$ cat src/rtl/data_ram_responder_if.sv
`default_nettype none
// ============================================================================
// Module      : data_ram_responder_if
// Description : CPU data-RAM port plus the valid/ready dump port, bundled.
//               The master side is the CPU/host; the slave side is the RAM.
// Revision    : 1.0 - initial release
// ============================================================================
interface data_ram_responder_if #(
    parameter int nBit   = 16,
    parameter int ADDR_W = 6
);
    logic [ADDR_W-1:0] address_to_ram;
    logic [nBit-1:0]   data_to_ram;
    logic              write_enable_to_ram;
    logic              read_enable_to_ram;
    logic              enable_ram_read;
    logic [nBit-1:0]   data_from_ram;
    logic              dump_valid;
    logic              dump_ready;
    logic [ADDR_W-1:0] dump_addr;
    logic [nBit-1:0]   dump_data;
    logic              dump_done;
    logic [6:0]        write_count;

    modport master (
        output address_to_ram, data_to_ram, write_enable_to_ram,
               read_enable_to_ram, enable_ram_read, dump_ready,
        input  data_from_ram, dump_valid, dump_addr, dump_data,
               dump_done, write_count
    );

    modport slave (
        input  address_to_ram, data_to_ram, write_enable_to_ram,
               read_enable_to_ram, enable_ram_read, dump_ready,
        output data_from_ram, dump_valid, dump_addr, dump_data,
               dump_done, write_count
    );
endinterface
`default_nettype wire

$ cat src/rtl/data_ram_responder.sv
`default_nettype none
// ============================================================================
// Module      : data_ram_responder
// Description : DEPTH x nBit data RAM serving CPU loads (zero latency) and
//               stores; on the CPU done flag it freezes and streams words
//               DUMP_FIRST..DUMP_LAST out over a valid/ready dump port.
// Revision    : 1.0 - initial release
// ============================================================================
module data_ram_responder #(
    parameter int nBit       = 16,
    parameter int ADDR_W     = 6,
    parameter int DUMP_FIRST = 0,
    parameter int DUMP_LAST  = 63
) (
    input  wire logic           clk,
    input  wire logic           reset,
    data_ram_responder_if.slave bus
);
    localparam int                DEPTH        = 2 ** ADDR_W;
    localparam logic [ADDR_W-1:0] c_DUMP_FIRST = ADDR_W'(DUMP_FIRST);
    localparam logic [ADDR_W-1:0] c_DUMP_LAST  = ADDR_W'(DUMP_LAST);
    localparam logic [6:0]        c_CNT_MAX    = 7'd127;

    typedef enum logic [1:0] {
        S_SERVE = 2'd0,
        S_DUMP  = 2'd1,
        S_DONE  = 2'd2
    } state_t;

    state_t            r_state;
    state_t            w_state_nxt;
    logic [ADDR_W-1:0] r_ptr;
    logic [ADDR_W-1:0] w_ptr_nxt;
    logic [nBit-1:0]   r_mem [DEPTH];
    logic [6:0]        r_write_count;
    logic              w_store;
    logic              w_dump_valid;
    logic              w_dump_done;

    // State and dump pointer registers
    always_ff @(posedge clk or posedge reset) begin
        if (reset) begin
            r_state <= S_SERVE;
            r_ptr   <= c_DUMP_FIRST;
        end else begin
            r_state <= w_state_nxt;
            r_ptr   <= w_ptr_nxt;
        end
    end

    // Next-state, pointer advance and store qualification; stores only land in SERVE
    always_comb begin
        w_state_nxt  = r_state;
        w_ptr_nxt    = r_ptr;
        w_store      = 1'b0;
        w_dump_valid = 1'b0;
        w_dump_done  = 1'b0;
        case (r_state)
            S_SERVE: begin
                w_store = bus.write_enable_to_ram;
                if (bus.enable_ram_read) begin
                    w_state_nxt = S_DUMP;
                    w_ptr_nxt   = c_DUMP_FIRST;
                end
            end
            S_DUMP: begin
                w_dump_valid = 1'b1;
                if (bus.dump_ready) begin
                    if (r_ptr == c_DUMP_LAST) begin
                        w_state_nxt = S_DONE;
                    end else begin
                        w_ptr_nxt = r_ptr + 1'b1;
                    end
                end
            end
            S_DONE: begin
                w_dump_done = 1'b1;
            end
            default: begin
                w_state_nxt = S_SERVE;
            end
        endcase
    end

    // Memory array: cleared on reset, written by qualified CPU stores
    always_ff @(posedge clk or posedge reset) begin
        if (reset) begin
            for (int i = 0; i < DEPTH; i++) begin
                r_mem[i] <= '0;
            end
        end else if (w_store) begin
            r_mem[bus.address_to_ram] <= bus.data_to_ram;
        end
    end

    // Saturating count of accepted stores
    always_ff @(posedge clk or posedge reset) begin
        if (reset) begin
            r_write_count <= '0;
        end else if (w_store && (r_write_count != c_CNT_MAX)) begin
            r_write_count <= r_write_count + 7'd1;
        end
    end

    // Combinational read paths for the CPU load port and the dump port
    always_comb begin
        bus.data_from_ram = bus.read_enable_to_ram ? r_mem[bus.address_to_ram] : '0;
        bus.dump_valid    = w_dump_valid;
        bus.dump_done     = w_dump_done;
        bus.dump_addr     = r_ptr;
        bus.dump_data     = r_mem[r_ptr];
        bus.write_count   = r_write_count;
    end
endmodule
`default_nettype wire

$ cat src/flat_wrapper.sv
// flat-port wrapper written by rule: the top's interface ports become plain ports
module data_ram_responder_flat 
#(
    parameter int nBit       = 16,
    parameter int ADDR_W     = 6,
    parameter int DUMP_FIRST = 0,
    parameter int DUMP_LAST  = 63
)
  (clk, reset, bus_address_to_ram, bus_data_to_ram, bus_write_enable_to_ram, bus_read_enable_to_ram, bus_enable_ram_read, bus_dump_ready, bus_data_from_ram, bus_dump_valid, bus_dump_addr, bus_dump_data, bus_dump_done, bus_write_count);
  data_ram_responder_if #(.nBit(nBit), .ADDR_W(ADDR_W)) bus_i ();
  input  wire logic clk;
  input  wire logic reset;
  input wire logic [$bits(bus_i.address_to_ram)-1:0] bus_address_to_ram;
  input wire logic [$bits(bus_i.data_to_ram)-1:0] bus_data_to_ram;
  input wire logic [$bits(bus_i.write_enable_to_ram)-1:0] bus_write_enable_to_ram;
  input wire logic [$bits(bus_i.read_enable_to_ram)-1:0] bus_read_enable_to_ram;
  input wire logic [$bits(bus_i.enable_ram_read)-1:0] bus_enable_ram_read;
  input wire logic [$bits(bus_i.dump_ready)-1:0] bus_dump_ready;
  output wire logic [$bits(bus_i.data_from_ram)-1:0] bus_data_from_ram;
  output wire logic [$bits(bus_i.dump_valid)-1:0] bus_dump_valid;
  output wire logic [$bits(bus_i.dump_addr)-1:0] bus_dump_addr;
  output wire logic [$bits(bus_i.dump_data)-1:0] bus_dump_data;
  output wire logic [$bits(bus_i.dump_done)-1:0] bus_dump_done;
  output wire logic [$bits(bus_i.write_count)-1:0] bus_write_count;
  assign bus_i.address_to_ram = bus_address_to_ram;
  assign bus_i.data_to_ram = bus_data_to_ram;
  assign bus_i.write_enable_to_ram = bus_write_enable_to_ram;
  assign bus_i.read_enable_to_ram = bus_read_enable_to_ram;
  assign bus_i.enable_ram_read = bus_enable_ram_read;
  assign bus_i.dump_ready = bus_dump_ready;
  assign bus_data_from_ram = bus_i.data_from_ram;
  assign bus_dump_valid = bus_i.dump_valid;
  assign bus_dump_addr = bus_i.dump_addr;
  assign bus_dump_data = bus_i.dump_data;
  assign bus_dump_done = bus_i.dump_done;
  assign bus_write_count = bus_i.write_count;
  data_ram_responder #(.nBit(nBit), .ADDR_W(ADDR_W), .DUMP_FIRST(DUMP_FIRST), .DUMP_LAST(DUMP_LAST)) u_core (.clk(clk), .reset(reset), .bus(bus_i));
endmodule
$ cat config.mk
export PLATFORM = sky130hd
export DESIGN_NAME = data_ram_responder_flat
export DESIGN_NICKNAME = d
export VERILOG_FILES = /design/src/rtl/data_ram_responder_if.sv /design/src/rtl/data_ram_responder.sv /design/src/flat_wrapper.sv
export SDC_FILE = /design/constraint.sdc
export NUM_CORES = 2
export LEC_CHECK = 0
export BUFFER_PORTS_ARGS = -buffer_cell sky130_fd_sc_hd__buf_2
export CAP_MARGIN = 10
export CORE_MARGIN = 5
export CORE_UTILIZATION = 55
export DETAILED_ROUTE_END_ITERATION = 8
export MAX_ROUTING_LAYER = met4
export PLACE_DENSITY = 0.71
export SLEW_MARGIN = 20
export SYNTH_ARGS = -nofsm -noshare
export SYNTH_HDL_FRONTEND = slang
export SYNTH_SLANG_ARGS = --single-unit
$ cat constraint.sdc
create_clock -name clk -period 47.1 [get_ports clk]
set_input_delay 11.775 -clock clk [delete_from_list [all_inputs] [get_ports clk]]
set_output_delay 11.775 -clock clk [all_outputs]
set_load 0.01 [all_outputs]
==> results.ini <==
[critical_path]
crit_fanout = 72
r2r.worst_path.cells = 5
critical_path.endpoint_type = output port
cp_data_required_time_ps = 35330
cp-start-kind = input pin
r2r_end = u_core.r_mem[739]$_DFFE_PP0P_
r2r_setup_slack_ps = 43070
crit_type = in2out
critPathArrivalTime_ps = 15650
rr_startpoint = u_core.r_state[0]$_DFFE_PP0P_

[detailed_routing]
wl_per_cell_microns = 36.1
drtIter0Drc = 5354
met2WireLength_microns = 83600
avgViaCountPerCell = 7.40
drc = 0
ant_nets = 0
routed.top_layer = met4
vias = 39404
dr_wl_met3_microns = 23100
wl_met1_microns = 72300
drt_wl_total_microns = 192000
dr.pass1.iters = 6

[synth]
synth_area_leaders = dfrtp_1, mux2_2, mux4_2, mux2i_1, a22oi_1
synth_cell_types = 68
syn_nets = 4019
synthCells = 3989
synth-seq-area-share = 0.465
synth_edf_count = 0
yosysTopAreaCellShare = 0.465
yosysTopAreaCell = dfrtp_1
synth-async-reset-ratio = 1.00
synth_warnings = 0
synth_seq_cells = 1039
syn_area_per_cell_sq_um = 14.0
syn_area_sq_um = 55900
synth_flop_cell = dfrtp_1

[floorplanning]
start_util = 0.552
io_pins = 75
fp.coreArea_sq_um = 101000
die_w_microns = 329
fp-row-count = 117
dieHeight_microns = 329
dieArea_sq_um = 108000

[timing]
finalHoldViolations = 0
slew_headroom = 0.196
clock.fmax_mhz = 36.5
slew_violations = 0
whs_ps = 491
finalSetupViolations = 0
setup_slack_ps = 19680
worst_pin_slew_ps = 1200
setup_tns_ps = 0
clock_skew_ps = 22.7
rsz0062_at_grt = false
min_period_ps = 27420
fin_crit_sh = 0.582

[power]
power_density_nw_per_um2 = 42.0
p_leak_nw = 27.4
max-vdd-ir-drop_mv = 0.0513

[global_route]
antenna_found_initial = 8
grt_pass1_wl_microns = 280000
grt_pass1_vias = 39759
grt_max_degree = 164
overflow = 0
grt_usage = 0.365

[cells_and_area]
area_growth_pct = 9.05
final_cell_mix = mux2_2, dfrtp_1, mux4_2
layout_commonest_cell = mux2_2
post-route-cell-area_sq_um = 61000
fillerInstances = 7938
nets = 3878
drive_above_1_share = 0.489

[hold_path]
min_path_type = reg2reg
whs_endpoint = u_core.bus.write_count[5]$_DFFE_PP0P_
holdPathStages = 1
worstHoldStart = u_core.bus.write_count[5]$_DFFE_PP0P_

[place]
place_area_sq_um = 57000
hpwl_microns = 116000
portBuffers = 74
place.gp.congestion = 0.936
dp_slack_ps = 19960

[cts]
cts-hold-fix-buffers = 0
cts_root_buf = clkbuf_16
cts.repair.resized = 0
post_cts_buffers = 0
clockBufferDepth = 3
clk_transition_reported_paths_ps = 60
htreeDepth = 3
clk_latency_ps = 720
cts_tree = done
cts_sinks = 1039
cts-buffers-inserted = 112

[run]
cap_violations = 0

[outcome]
status = finished, final reports clean

[power breakdown]
part / switching [mW] / leakage (nW) / internal, mW
registers: 0.0909 / 14.2 / 0.977
clock network: 0.384 / 1.93 / 0.557
logic: 0.299 / 11.3 / 0.251
[Yosys cell counts (all sizes together) (9+ instances only)]
master	n
o21ai	75
a21oi	80
buf	233
a31oi	20
clkbuf	189
a22oi	151
mux4	352
a41oi	10
mux2i	155
nand2	113
and2	9
nand3	15
o22ai	67
mux2	1120
a21boi	11
dfrtp	1039
a221oi	90
nor2b	13
o2bb2ai	9
nor2	95
and3	10
a221o	13
[cells by family after synthesis]
| logic type | count (synthesis) | share of synthesized area |
|---|---|---|
| muxes | 1627 | 0.395 |
| buffers and inverters | 430 | 0.0365 |
| xor gates and xnor gates | 6 | 0.000940 |
| and+or+nand+nor | 293 | 0.0269 |
| adders and majority gates | 2 | 0.000448 |
| AOI/OAI and AO/OA | 592 | 0.0749 |
| DFF | 1039 | 0.465 |
[flip-flops by register name, indices dropped and copies added, names as in the netlist]
signal                  cells
u_core.bus.dump_addr        6
u_core.bus.write_count      7
u_core.r_mem             1024
u_core.r_state              2
[per-layer routing]
layer,global-route usage,vias up
li1,-,15154
met1,0.476,20708
met2,0.516,2811
met3,0.112,731
met4,0.194,0
met5,-,-
[worst max-delay path by stage]
stage | from | end | slack (ps) | cells after the start
after detailed placement | bus_address_to_ram[2] | bus_data_from_ram[12] | 19960 | 9
after floorplan | reset | u_core.bus.dump_addr[0]$_DFFE_PP0P_ | 6080 | 1
final | bus_address_to_ram[2] | bus_data_from_ram[12] | 19680 | 9
after global routing | bus_address_to_ram[2] | bus_data_from_ram[12] | 19680 | 9
after CTS | bus_address_to_ram[2] | bus_data_from_ram[12] | 19950 | 9
after global placement | bus_address_to_ram[1] | bus_data_from_ram[12] | 19990 | 9
[final cells by class]
| type | instances | area, sq um | area share |
|---|---|---|---|
| antenna | 10 | 25.0 | 0.000411 |
| clock buffer | 162 | 3260 | 0.0535 |
| clock inverter | 48 | 653 | 0.0107 |
| inverter | 8 | 38.8 | 0.000636 |
| multi-input combinational | 2520 | 28000 | 0.460 |
| sequential | 1039 | 26000 | 0.427 |
| tap | 1368 | 1710 | 0.0281 |
| timing repair buffer | 167 | 1210 | 0.0199 |
[critical path, stage by stage]
cell and delay (ps):
buf_8 460, buf_4 650, and2_4 620, buf_4 560
a22oi_1 170, o22ai_1 170, a22oi_1 160, a41oi_1 580
buf_2 250
[per-stage QoR]
step	power, mW	utilization	instances
after global routing	2.64	0.602	5321
final	2.56	0.602	5322
after global placement	1.61	0.562	5100
after floorplan	1.45	-	3989
after detailed placement	1.62	0.563	5101
after CTS	2.55	0.601	5311
No activity file was read; power rests on OpenSTA's default activity.
